### config.mk
export PLATFORM = sky130hd
export DESIGN_NAME = i2s_capture_sequencer
export DESIGN_NICKNAME = d
export VERILOG_FILES = /design/src/rtl/i2s_capture_sequencer.sv
export SDC_FILE = /design/constraint.sdc
export NUM_CORES = 1
export LEC_CHECK = 0
export BUFFER_PORTS_ARGS = -buffer_cell sky130_fd_sc_hd__buf_4
export CORE_MARGIN = 2
export CORE_UTILIZATION = 25
export CTS_CLUSTER_SIZE = 40
export DETAILED_ROUTE_END_ITERATION = 6
export GPL_ROUTABILITY_DRIVEN = 0
export PLACE_DENSITY = 0.49
export SYNTH_ARGS = -nofsm -noshare
export SYNTH_HDL_FRONTEND = slang
export SYNTH_SLANG_ARGS = --single-unit
### constraint.sdc
create_clock -name clock -period 10.4 [get_ports clock]
set_input_delay 2.08 -clock clock [delete_from_list [all_inputs] [get_ports clock]]
set_output_delay 2.08 -clock clock [all_outputs]
set_load 0.02 [all_outputs]
### src/rtl/i2s_capture_sequencer.sv
`default_nettype none
// +----------------------------------------------------------------------------+
// | i2s_capture_sequencer: arms on start, skips settling frames, captures a    |
// | fixed-length window of stereo frames into a FWFT FIFO feeding a stream.    |
// | Optional: I2S_CAPTURE_SEQ_CHECKSUM_EN adds a running 32-bit checksum port. |
// | Revision: 1.0                                                              |
// +----------------------------------------------------------------------------+
module i2s_capture_sequencer #(
   parameter int SAMPLE_WIDTH    = 32,
   parameter int COUNT_WIDTH     = 16,
   parameter int FIFO_DEPTH_LOG2 = 3,
   parameter int SKIP_FRAMES     = 2
) (
   input  logic                      clock,
   input  logic                      reset,
   input  logic                      start,
   input  logic                      abort,
   input  logic [COUNT_WIDTH-1:0]    num_frames,
   input  logic                      i2s_data_valid,
   input  logic [SAMPLE_WIDTH-1:0]   i2s_data_0,
   input  logic [SAMPLE_WIDTH-1:0]   i2s_data_1,
   output logic                      m_valid,
   input  logic                      m_ready,
   output logic [2*SAMPLE_WIDTH-1:0] m_data,
   output logic                      busy,
   output logic                      done,
   output logic                      overflow,
   output logic [COUNT_WIDTH-1:0]    frames_captured
`ifdef I2S_CAPTURE_SEQ_CHECKSUM_EN
   ,
   output logic [31:0]               checksum
`endif
);

   localparam int c_DEPTH  = 2 ** FIFO_DEPTH_LOG2;
   localparam int c_SKIP_W = (SKIP_FRAMES > 1) ? $clog2(SKIP_FRAMES + 1) : 1;
   localparam int c_CNT_W  = FIFO_DEPTH_LOG2 + 1;

   typedef enum logic [1:0] {
      ST_IDLE    = 2'd0,
      ST_SKIP    = 2'd1,
      ST_CAPTURE = 2'd2,
      ST_DRAIN   = 2'd3
   } state_t;

   state_t                      r_state;
   state_t                      w_state_next;

   logic [COUNT_WIDTH-1:0]      r_target;
   logic [COUNT_WIDTH-1:0]      r_frame_cnt;
   logic [c_SKIP_W-1:0]         r_skip_cnt;
   logic                        r_overflow;
   logic [COUNT_WIDTH-1:0]      r_frames_captured;

   logic [2*SAMPLE_WIDTH-1:0]   r_mem [c_DEPTH];
   logic [FIFO_DEPTH_LOG2-1:0]  r_wr_ptr;
   logic [FIFO_DEPTH_LOG2-1:0]  r_rd_ptr;
   logic [c_CNT_W-1:0]          r_count;
   logic                        r_m_valid;
   logic [2*SAMPLE_WIDTH-1:0]   r_m_data;

   logic                        w_abort;
   logic                        w_start_ok;
   logic                        w_skip_last;
   logic                        w_frame_last;
   logic                        w_full;
   logic                        w_pop;
   logic                        w_push_req;
   logic                        w_push;
   logic                        w_drop;
   logic [2*SAMPLE_WIDTH-1:0]   w_frame;
   logic [c_CNT_W-1:0]          w_count_after_pop;
   logic [c_CNT_W-1:0]          w_count_next;
   logic [FIFO_DEPTH_LOG2-1:0]  w_rd_next;
   logic [2*SAMPLE_WIDTH-1:0]   w_head_next;

   assign w_abort      = abort & (r_state != ST_IDLE);
   assign w_start_ok   = (r_state == ST_IDLE) & start & ~abort;
   assign w_skip_last  = (({1'b0, r_skip_cnt} + (c_SKIP_W + 1)'(1)) == (c_SKIP_W + 1)'(SKIP_FRAMES));
   assign w_frame_last = (r_target != '0) && ((r_frame_cnt + COUNT_WIDTH'(1)) == r_target);

   assign w_full     = (r_count == c_CNT_W'(c_DEPTH));
   assign w_pop      = r_m_valid & m_ready;
   assign w_push_req = (r_state == ST_CAPTURE) & i2s_data_valid & ~abort;
   assign w_push     = w_push_req & (~w_full | w_pop);
   assign w_drop     = w_push_req & ~w_push;
   assign w_frame    = {i2s_data_1, i2s_data_0};

   assign w_count_after_pop = r_count - c_CNT_W'(w_pop);
   assign w_count_next      = w_count_after_pop + c_CNT_W'(w_push);
   assign w_rd_next         = r_rd_ptr + FIFO_DEPTH_LOG2'(w_pop);
   // The head register is reloaded from the new read slot, or straight from the
   // incoming frame when that frame lands in an otherwise empty FIFO.
   assign w_head_next       = (w_count_after_pop == '0) ? w_frame : r_mem[w_rd_next];

   always_ff @(posedge clock or posedge reset) begin
      if (reset) begin
         r_state <= ST_IDLE;
      end else begin
         r_state <= w_state_next;
      end
   end

   always_comb begin
      w_state_next = r_state;
      done         = 1'b0;
      case (r_state)
         ST_IDLE: begin
            if (w_start_ok) begin
               w_state_next = (SKIP_FRAMES == 0) ? ST_CAPTURE : ST_SKIP;
            end
         end
         ST_SKIP: begin
            if (abort) begin
               w_state_next = ST_IDLE;
            end else if (i2s_data_valid && w_skip_last) begin
               w_state_next = ST_CAPTURE;
            end
         end
         ST_CAPTURE: begin
            if (abort) begin
               w_state_next = ST_IDLE;
            end else if (i2s_data_valid && w_frame_last) begin
               w_state_next = ST_DRAIN;
            end
         end
         ST_DRAIN: begin
            if (abort) begin
               w_state_next = ST_IDLE;
            end else if (r_count == '0) begin
               done         = 1'b1;
               w_state_next = ST_IDLE;
            end
         end
         default: w_state_next = ST_IDLE;
      endcase
   end

   always_ff @(posedge clock or posedge reset) begin
      if (reset) begin
         r_target          <= '0;
         r_frame_cnt       <= '0;
         r_skip_cnt        <= '0;
         r_overflow        <= 1'b0;
         r_frames_captured <= '0;
      end else if (w_start_ok) begin
         r_target          <= num_frames;
         r_frame_cnt       <= '0;
         r_skip_cnt        <= '0;
         r_overflow        <= 1'b0;
         r_frames_captured <= '0;
      end else begin
         if ((r_state == ST_SKIP) && i2s_data_valid && !w_abort) begin
            r_skip_cnt <= r_skip_cnt + c_SKIP_W'(1);
         end
         // Dropped frames still advance the window so its length is fixed in time.
         if ((r_state == ST_CAPTURE) && i2s_data_valid && !w_abort) begin
            r_frame_cnt <= r_frame_cnt + COUNT_WIDTH'(1);
         end
         if (w_drop) begin
            r_overflow <= 1'b1;
         end
         if (w_push && (r_frames_captured != '1)) begin
            r_frames_captured <= r_frames_captured + COUNT_WIDTH'(1);
         end
      end
   end

   always_ff @(posedge clock) begin
      if (w_push) begin
         r_mem[r_wr_ptr] <= w_frame;
      end
   end

   always_ff @(posedge clock or posedge reset) begin
      if (reset) begin
         r_wr_ptr  <= '0;
         r_rd_ptr  <= '0;
         r_count   <= '0;
         r_m_valid <= 1'b0;
         r_m_data  <= '0;
      end else if (w_abort) begin
         r_wr_ptr  <= '0;
         r_rd_ptr  <= '0;
         r_count   <= '0;
         r_m_valid <= 1'b0;
      end else begin
         r_wr_ptr  <= r_wr_ptr + FIFO_DEPTH_LOG2'(w_push);
         r_rd_ptr  <= w_rd_next;
         r_count   <= w_count_next;
         r_m_valid <= (w_count_next != '0);
         if (w_count_next != '0) begin
            r_m_data <= w_head_next;
         end
      end
   end

   assign m_valid         = r_m_valid;
   assign m_data          = r_m_data;
   assign busy            = (r_state != ST_IDLE);
   assign overflow        = r_overflow;
   assign frames_captured = r_frames_captured;

`ifdef I2S_CAPTURE_SEQ_CHECKSUM_EN
   logic [31:0] r_checksum;
   logic [31:0] w_ch0_32;
   logic [31:0] w_ch1_32;

   generate
      if (SAMPLE_WIDTH >= 32) begin : g_sum_trunc
         assign w_ch0_32 = i2s_data_0[31:0];
         assign w_ch1_32 = i2s_data_1[31:0];
      end else begin : g_sum_ext
         assign w_ch0_32 = {{(32 - SAMPLE_WIDTH){1'b0}}, i2s_data_0};
         assign w_ch1_32 = {{(32 - SAMPLE_WIDTH){1'b0}}, i2s_data_1};
      end
   endgenerate

   always_ff @(posedge clock or posedge reset) begin
      if (reset) begin
         r_checksum <= '0;
      end else if (w_start_ok) begin
         r_checksum <= '0;
      end else if (w_push) begin
         r_checksum <= r_checksum + w_ch0_32 + w_ch1_32;
      end
   end

   assign checksum = r_checksum;
`endif

endmodule
`default_nettype wire
---- Word level (Yosys, flattened, before mapping) ----
Memories as Yosys holds them, arrays and structs flattened.
Cells that the tools add are included.
Widths: inputs -> output; s select.
storage, ports and cells
  register bits ........................... 128
  bits in writable memories ............... 512
  output and inout bits ................... 84
  word-level logic and storage cells ...... 91
  memories kept ........................... 1
memories
  name   depth  width  read ports  clocked after Yosys merged registers in  write ports  line  RTL
  r_mem  8      64     1           0                                        1            55    logic [2*SAMPLE_WIDTH-1:0] r_mem [c_DEPTH];
operators by class
  $add $sub $neg .......................... 8
  equal/unequal tests ..................... 11
  multiplexer cells ....................... 26
  bitwise logic cells ..................... 13
  reductions and logical operators ........ 21
operators with widths
  operator               number
  $mux 16                4
  $mux 64                1
  $add 16x1->16 const B  2
  $mux 2                 9
  $eq 16x16->1           1
  $ne 16x16->1 const B   1
  $reduce_bool 16->1     1
  $reduce_bool 2->1      5
  $and 1x1->1            8
  $logic_and 1x1->1      8
  $logic_not 4->1        2
  $mux 1                 8
  $pmux 2 s4             1
  $add 3x1->3            2
  $mux 3                 2
  $ne 3x3->1 const B     2
  $add 4x1->4            1
  $eq 2x2->1 const B     2
  $eq 4x4->1 const B     1
  $mux 4                 1
  $not 1->1              4
  $reduce_and 4->1       1
  $reduce_bool 4->1      1
  $sub 4x1->4            1
  10 further kinds       10

---- Logic depth before layout (Yosys ltp) ----
  word-level depth ........................ 8
  mapped depth ............................ 13

---- Worst setup path after synthesis ----
Ideal clock, no wire load.
  path type ............................... input port to flip-flop
  from .................................... in abort
  to ...................................... mem r_mem[4][0] in the netlist's numbering (enable)
  setup time .............................. 667 ps
  arrival time ............................ 9368 ps
  path slack .............................. 365 ps
  stages .................................. 4
  path buffers ............................ 1
  cell sequence ........................... clkbuf_1 -> nand4bb_1 -> a21o_1 -> nor4b_1
between the ends
  cells in the longest elaborated chain, start to end .. 5
ends and longest elaborated chain
  item                          line  RTL
  start, declared               17    input logic abort,
  $not 1->1                     84    assign w_push_req = (r_state == ST_CAPTURE) & i2s_data_valid & ~abort;
  $and 1x1->1                   84
  $and 1x1->1                   85    assign w_push = w_push_req & (~w_full | w_pop);
  $mux 1                        170   if (w_push) begin
  $mux 1 (implied by the code)  171   r_mem[r_wr_ptr] <= w_frame;
  end, declared                 55
No other way between the ends.

---- Worst setup path after layout ----
  from .................................... in abort
  to ...................................... reg r_m_data[18], in the netlist m_data[18]
between the ends
  cells in the longest elaborated chain, start to end .. 6
ends and longest elaborated chain
  item                                 line  RTL
  $not 1->1                            84
  $and 1x1->1                          84
  $and 1x1->1                          85
  $add 4x1->4                          90    assign w_count_next = w_count_after_pop + c_CNT_W'(w_push);
  $reduce_bool 4->1                    192   if (w_count_next != '0) begin
  $reduce_and 2->1 (no source line) *  n/a
  end signal, assigned                 193   r_m_data <= w_head_next;
  end, declared                        60    logic [2*SAMPLE_WIDTH-1:0] r_m_data;
Mark *: on every way between the ends. The rest lies on a longest branch, timed or not.
A chain may end at the register's enable or synchronous reset.

==> results.cfg <==
[routing]
drt_iter0_drc = 865
ant_nets = 0
maxUsedRoutingLayer = met5
drt_wl_total_mm = 63.3
wl_met2_mm = 29.6
firstDrtPassIters = 7
met3_length_mm = 3.59
wire_per_inst_um = 20.3
drt-vias-per-instance = 4.42
via_count = 13800
route.detailed.drc = 0
met1_length_mm = 28.6

[critical_path]
crit_type = in -> reg
crit_top_cell = buf_4
critPathCaptureType = flop
critPathMaxFanout = 96
cp_top_family = compound AO/OA/AOI/OAI gates
critPathArrivalTime_ns = 6.13
cp_num_buf_inv = 3
startpoint_type = input port
worstPathCellList = buf_4 > nand4bb_1 > a21o_1 > inv_1 > ha_1 > nor3b_1 > xor2_1 > a31o_4 > buf_4 > o21ai_0
max_stage_delay_ns = 0.84
critPathSlowestCell = nand4bb_1
required_ns = 10.85

[logic_synthesis]
syn-num-nets = 1589
ys_ff_latch = 640
synth_top_area_share_pct = 60.3
yosysUniqueCellTypes = 55
synth_ff_type = edfxtp_1
synth_edf_count = 512
synth.area.top_cells = edfxtp_1, dfrtp_1, mux4_2
syn_inst = 1492
yosys.area.top_type = edfxtp_1
syn_area_per_cell_um2 = 17.1
yosysSeqAreaShare_pct = 72.8
syn_area_mm2 = 0.0255
synthTopCellsByCount = edfxtp_1, nand2_1, o21ai_0
async_reset_ff_share_pct = 20.0
synth_most_common_cell = edfxtp_1
yosysWarnings = 0

[grt]
grt.overflow.total = 0
grt_max_degree = 130
antenna_found_initial = 8
grt_usage_pct = 12.1
grt_pass1_vias = 14400
grt_pass1_wl_mm = 93.6

[clock_tree]
ctsResizeCount = 0
cts.htree.levels = 3
cts.sinks = 640
numCtsBuffers = 75
cts_tree = built
path_clk_slew_ns = 0.06
cts_setup_buffers = 0
clkLatencyLatePin_ns = 0.63
cts_max_path_buffers = 3
cts_root_buf = clkbuf_16
cts_hold_buf = 0

[finish]
antennaDiodeCount = 0
fill_cells = 10000
finalNonFillerCells = 3113
fin_area_mm2 = 0.0310
drive_gt1_share_pct = 26.6
finalNetCount = 1779
area_growth_pct = 21.4

[place]
place_area_mm2 = 0.0285
placed_cells = 2973
io_buffers = 169
dp_hpwl_mm = 34.2

[die]
design.core.area_mm2 = 0.101
die_area_mm2 = 0.105
fp-row-count = 117
die_w_um = 323
start_util_pct = 25.1
top_level_ports = 170
dieHeight_um = 323

[power_and_ir_drop]
p_total_uw = 8390
powerDensity_mw_per_mm2 = 271
leakage_uw = 0.0107
max-vdd-ir-drop_v = 0.000264

[hold_path]
hold_class = reg -> reg

[timing]
finalSetupTns_ns = 0
final_hold_viol_count = 0
setup_violations = 0
fin_crit_ns = 5.68
min_period_over_period_pct = 54.6
clock_skew_ns = 0.0168
clock.fmax_ghz = 0.176
tightest_slew_ns = 0.953
finalMaxSlewViolations = 0
slew_headroom_pct = 36.1
grt_setup_unrepaired = no

[flow_run]
drv_cap = 0

[outcome]
status = finished clean
through the flow:
| step | util (%) | hold slack [ns] | setup slack, ns |
|---|---|---|---|
| 3_5_place_dp | 28.0 | 0.472 | 3.97 |
| 2_1_floorplan | - | 0.470 | 0.365 |
| 3_3_place_gp | 28.0 | 0.469 | 4.11 |
| 4_1_cts | 30.5 | 0.485 | 4.63 |
| 5_1_grt | 30.5 | 0.504 | 4.26 |
| 6_report | 30.5 | 0.477 | 4.72 |
path summary, 6_finish.rpt:
check	slack, ns	cells past startpoint	start	to
worst min register to register	0.48	2	m_data[62]$_DFFE_PP0P_	m_data[62]$_DFFE_PP0P_
worst min-delay path	0.48	2	m_data[62]$_DFFE_PP0P_	m_data[62]$_DFFE_PP0P_
max in group asynchronous	7.41	3	reset	m_data[38]$_DFFE_PP0P_
min in group asynchronous	1.63	2	reset	frames_captured[6]$_DFFE_PP0P_
worst max register to register	5.88	9	r_state[0]$_DFFE_PP0P_	m_data[18]$_DFFE_PP0P_
worst max-delay path	4.72	10	abort	m_data[18]$_DFFE_PP0P_
registers in the layout, indices dropped and copies added, names as in the netlist, 2 cells and up:
register and count:
m_data 64, r_target 16, r_state 2, r_frame_cnt 16
frames_captured 16, r_rd_ptr 3, r_skip_cnt 2, r_mem 512
r_wr_ptr 3, r_count 4
metal layers:
layer	track usage, %	vias to the layer above
met5	0	-
met2	19.3	268
met3	3.20	94
li1	-	6192
met1	16.1	7198
met4	3.88	16
report_power, final:
| group | internal (uW) | switching (uW) | total [uW] |
|---|---|---|---|
| combinational | 1180 | 1510 | 2700 |
| clock | 1560 | 1070 | 2630 |
| sequential | 2960 | 114 | 3070 |
placed cells by master, fill, tap and decap left out, types with 8 or more instances in the layout:
| master | count |
|---|---|
| inv_1 | 10 |
| clkinv_2 | 14 |
| clkinvlp_4 | 9 |
| mux4_2 | 128 |
| clkbuf_1 | 17 |
| nand2_1 | 198 |
| buf_4 | 195 |
| clkbuf_16 | 80 |
| ha_1 | 9 |
| edfxtp_1 | 512 |
| xnor2_1 | 16 |
| nand4_1 | 11 |
| dfrtp_1 | 128 |
| xor2_1 | 20 |
| mux2i_1 | 66 |
| nor3_1 | 8 |
| and2_1 | 8 |
| nand3_1 | 20 |
| o21ai_0 | 156 |
| nor2_1 | 32 |
cells by family after synthesis:
kind of cell	Yosys count	synth area share (%)
and+or+nand+nor	325	5.82
xor gates and xnor gates	37	1.27
DFF	640	72.8
adders and majority gates	11	0.540
muxes	194	13.9
buffers and inverters	94	1.56
AOI/OAI and AO/OA	191	4.07
tightest hold or removal path: stages (launching register included):
cell and delay [ns]:
dfrtp_1 0.34, nand2_1 0.04, o21ai_0 0.06
final cells by class:
| class | instances | area [um^2] | share of cell area [%] |
|---|---|---|---|
| Sequential cell | 640 | 18600 | 60.0 |
| Multi-Input combinational cell | 758 | 6630 | 21.4 |
| Clock buffer | 103 | 2150 | 6.94 |
| Tap cell | 1368 | 1710 | 5.53 |
| Timing Repair Buffer | 196 | 1480 | 4.79 |
| Clock inverter | 37 | 350 | 1.13 |
| Inverter | 11 | 46.3 | 0.150 |
(Power assumes the default switching activity.)
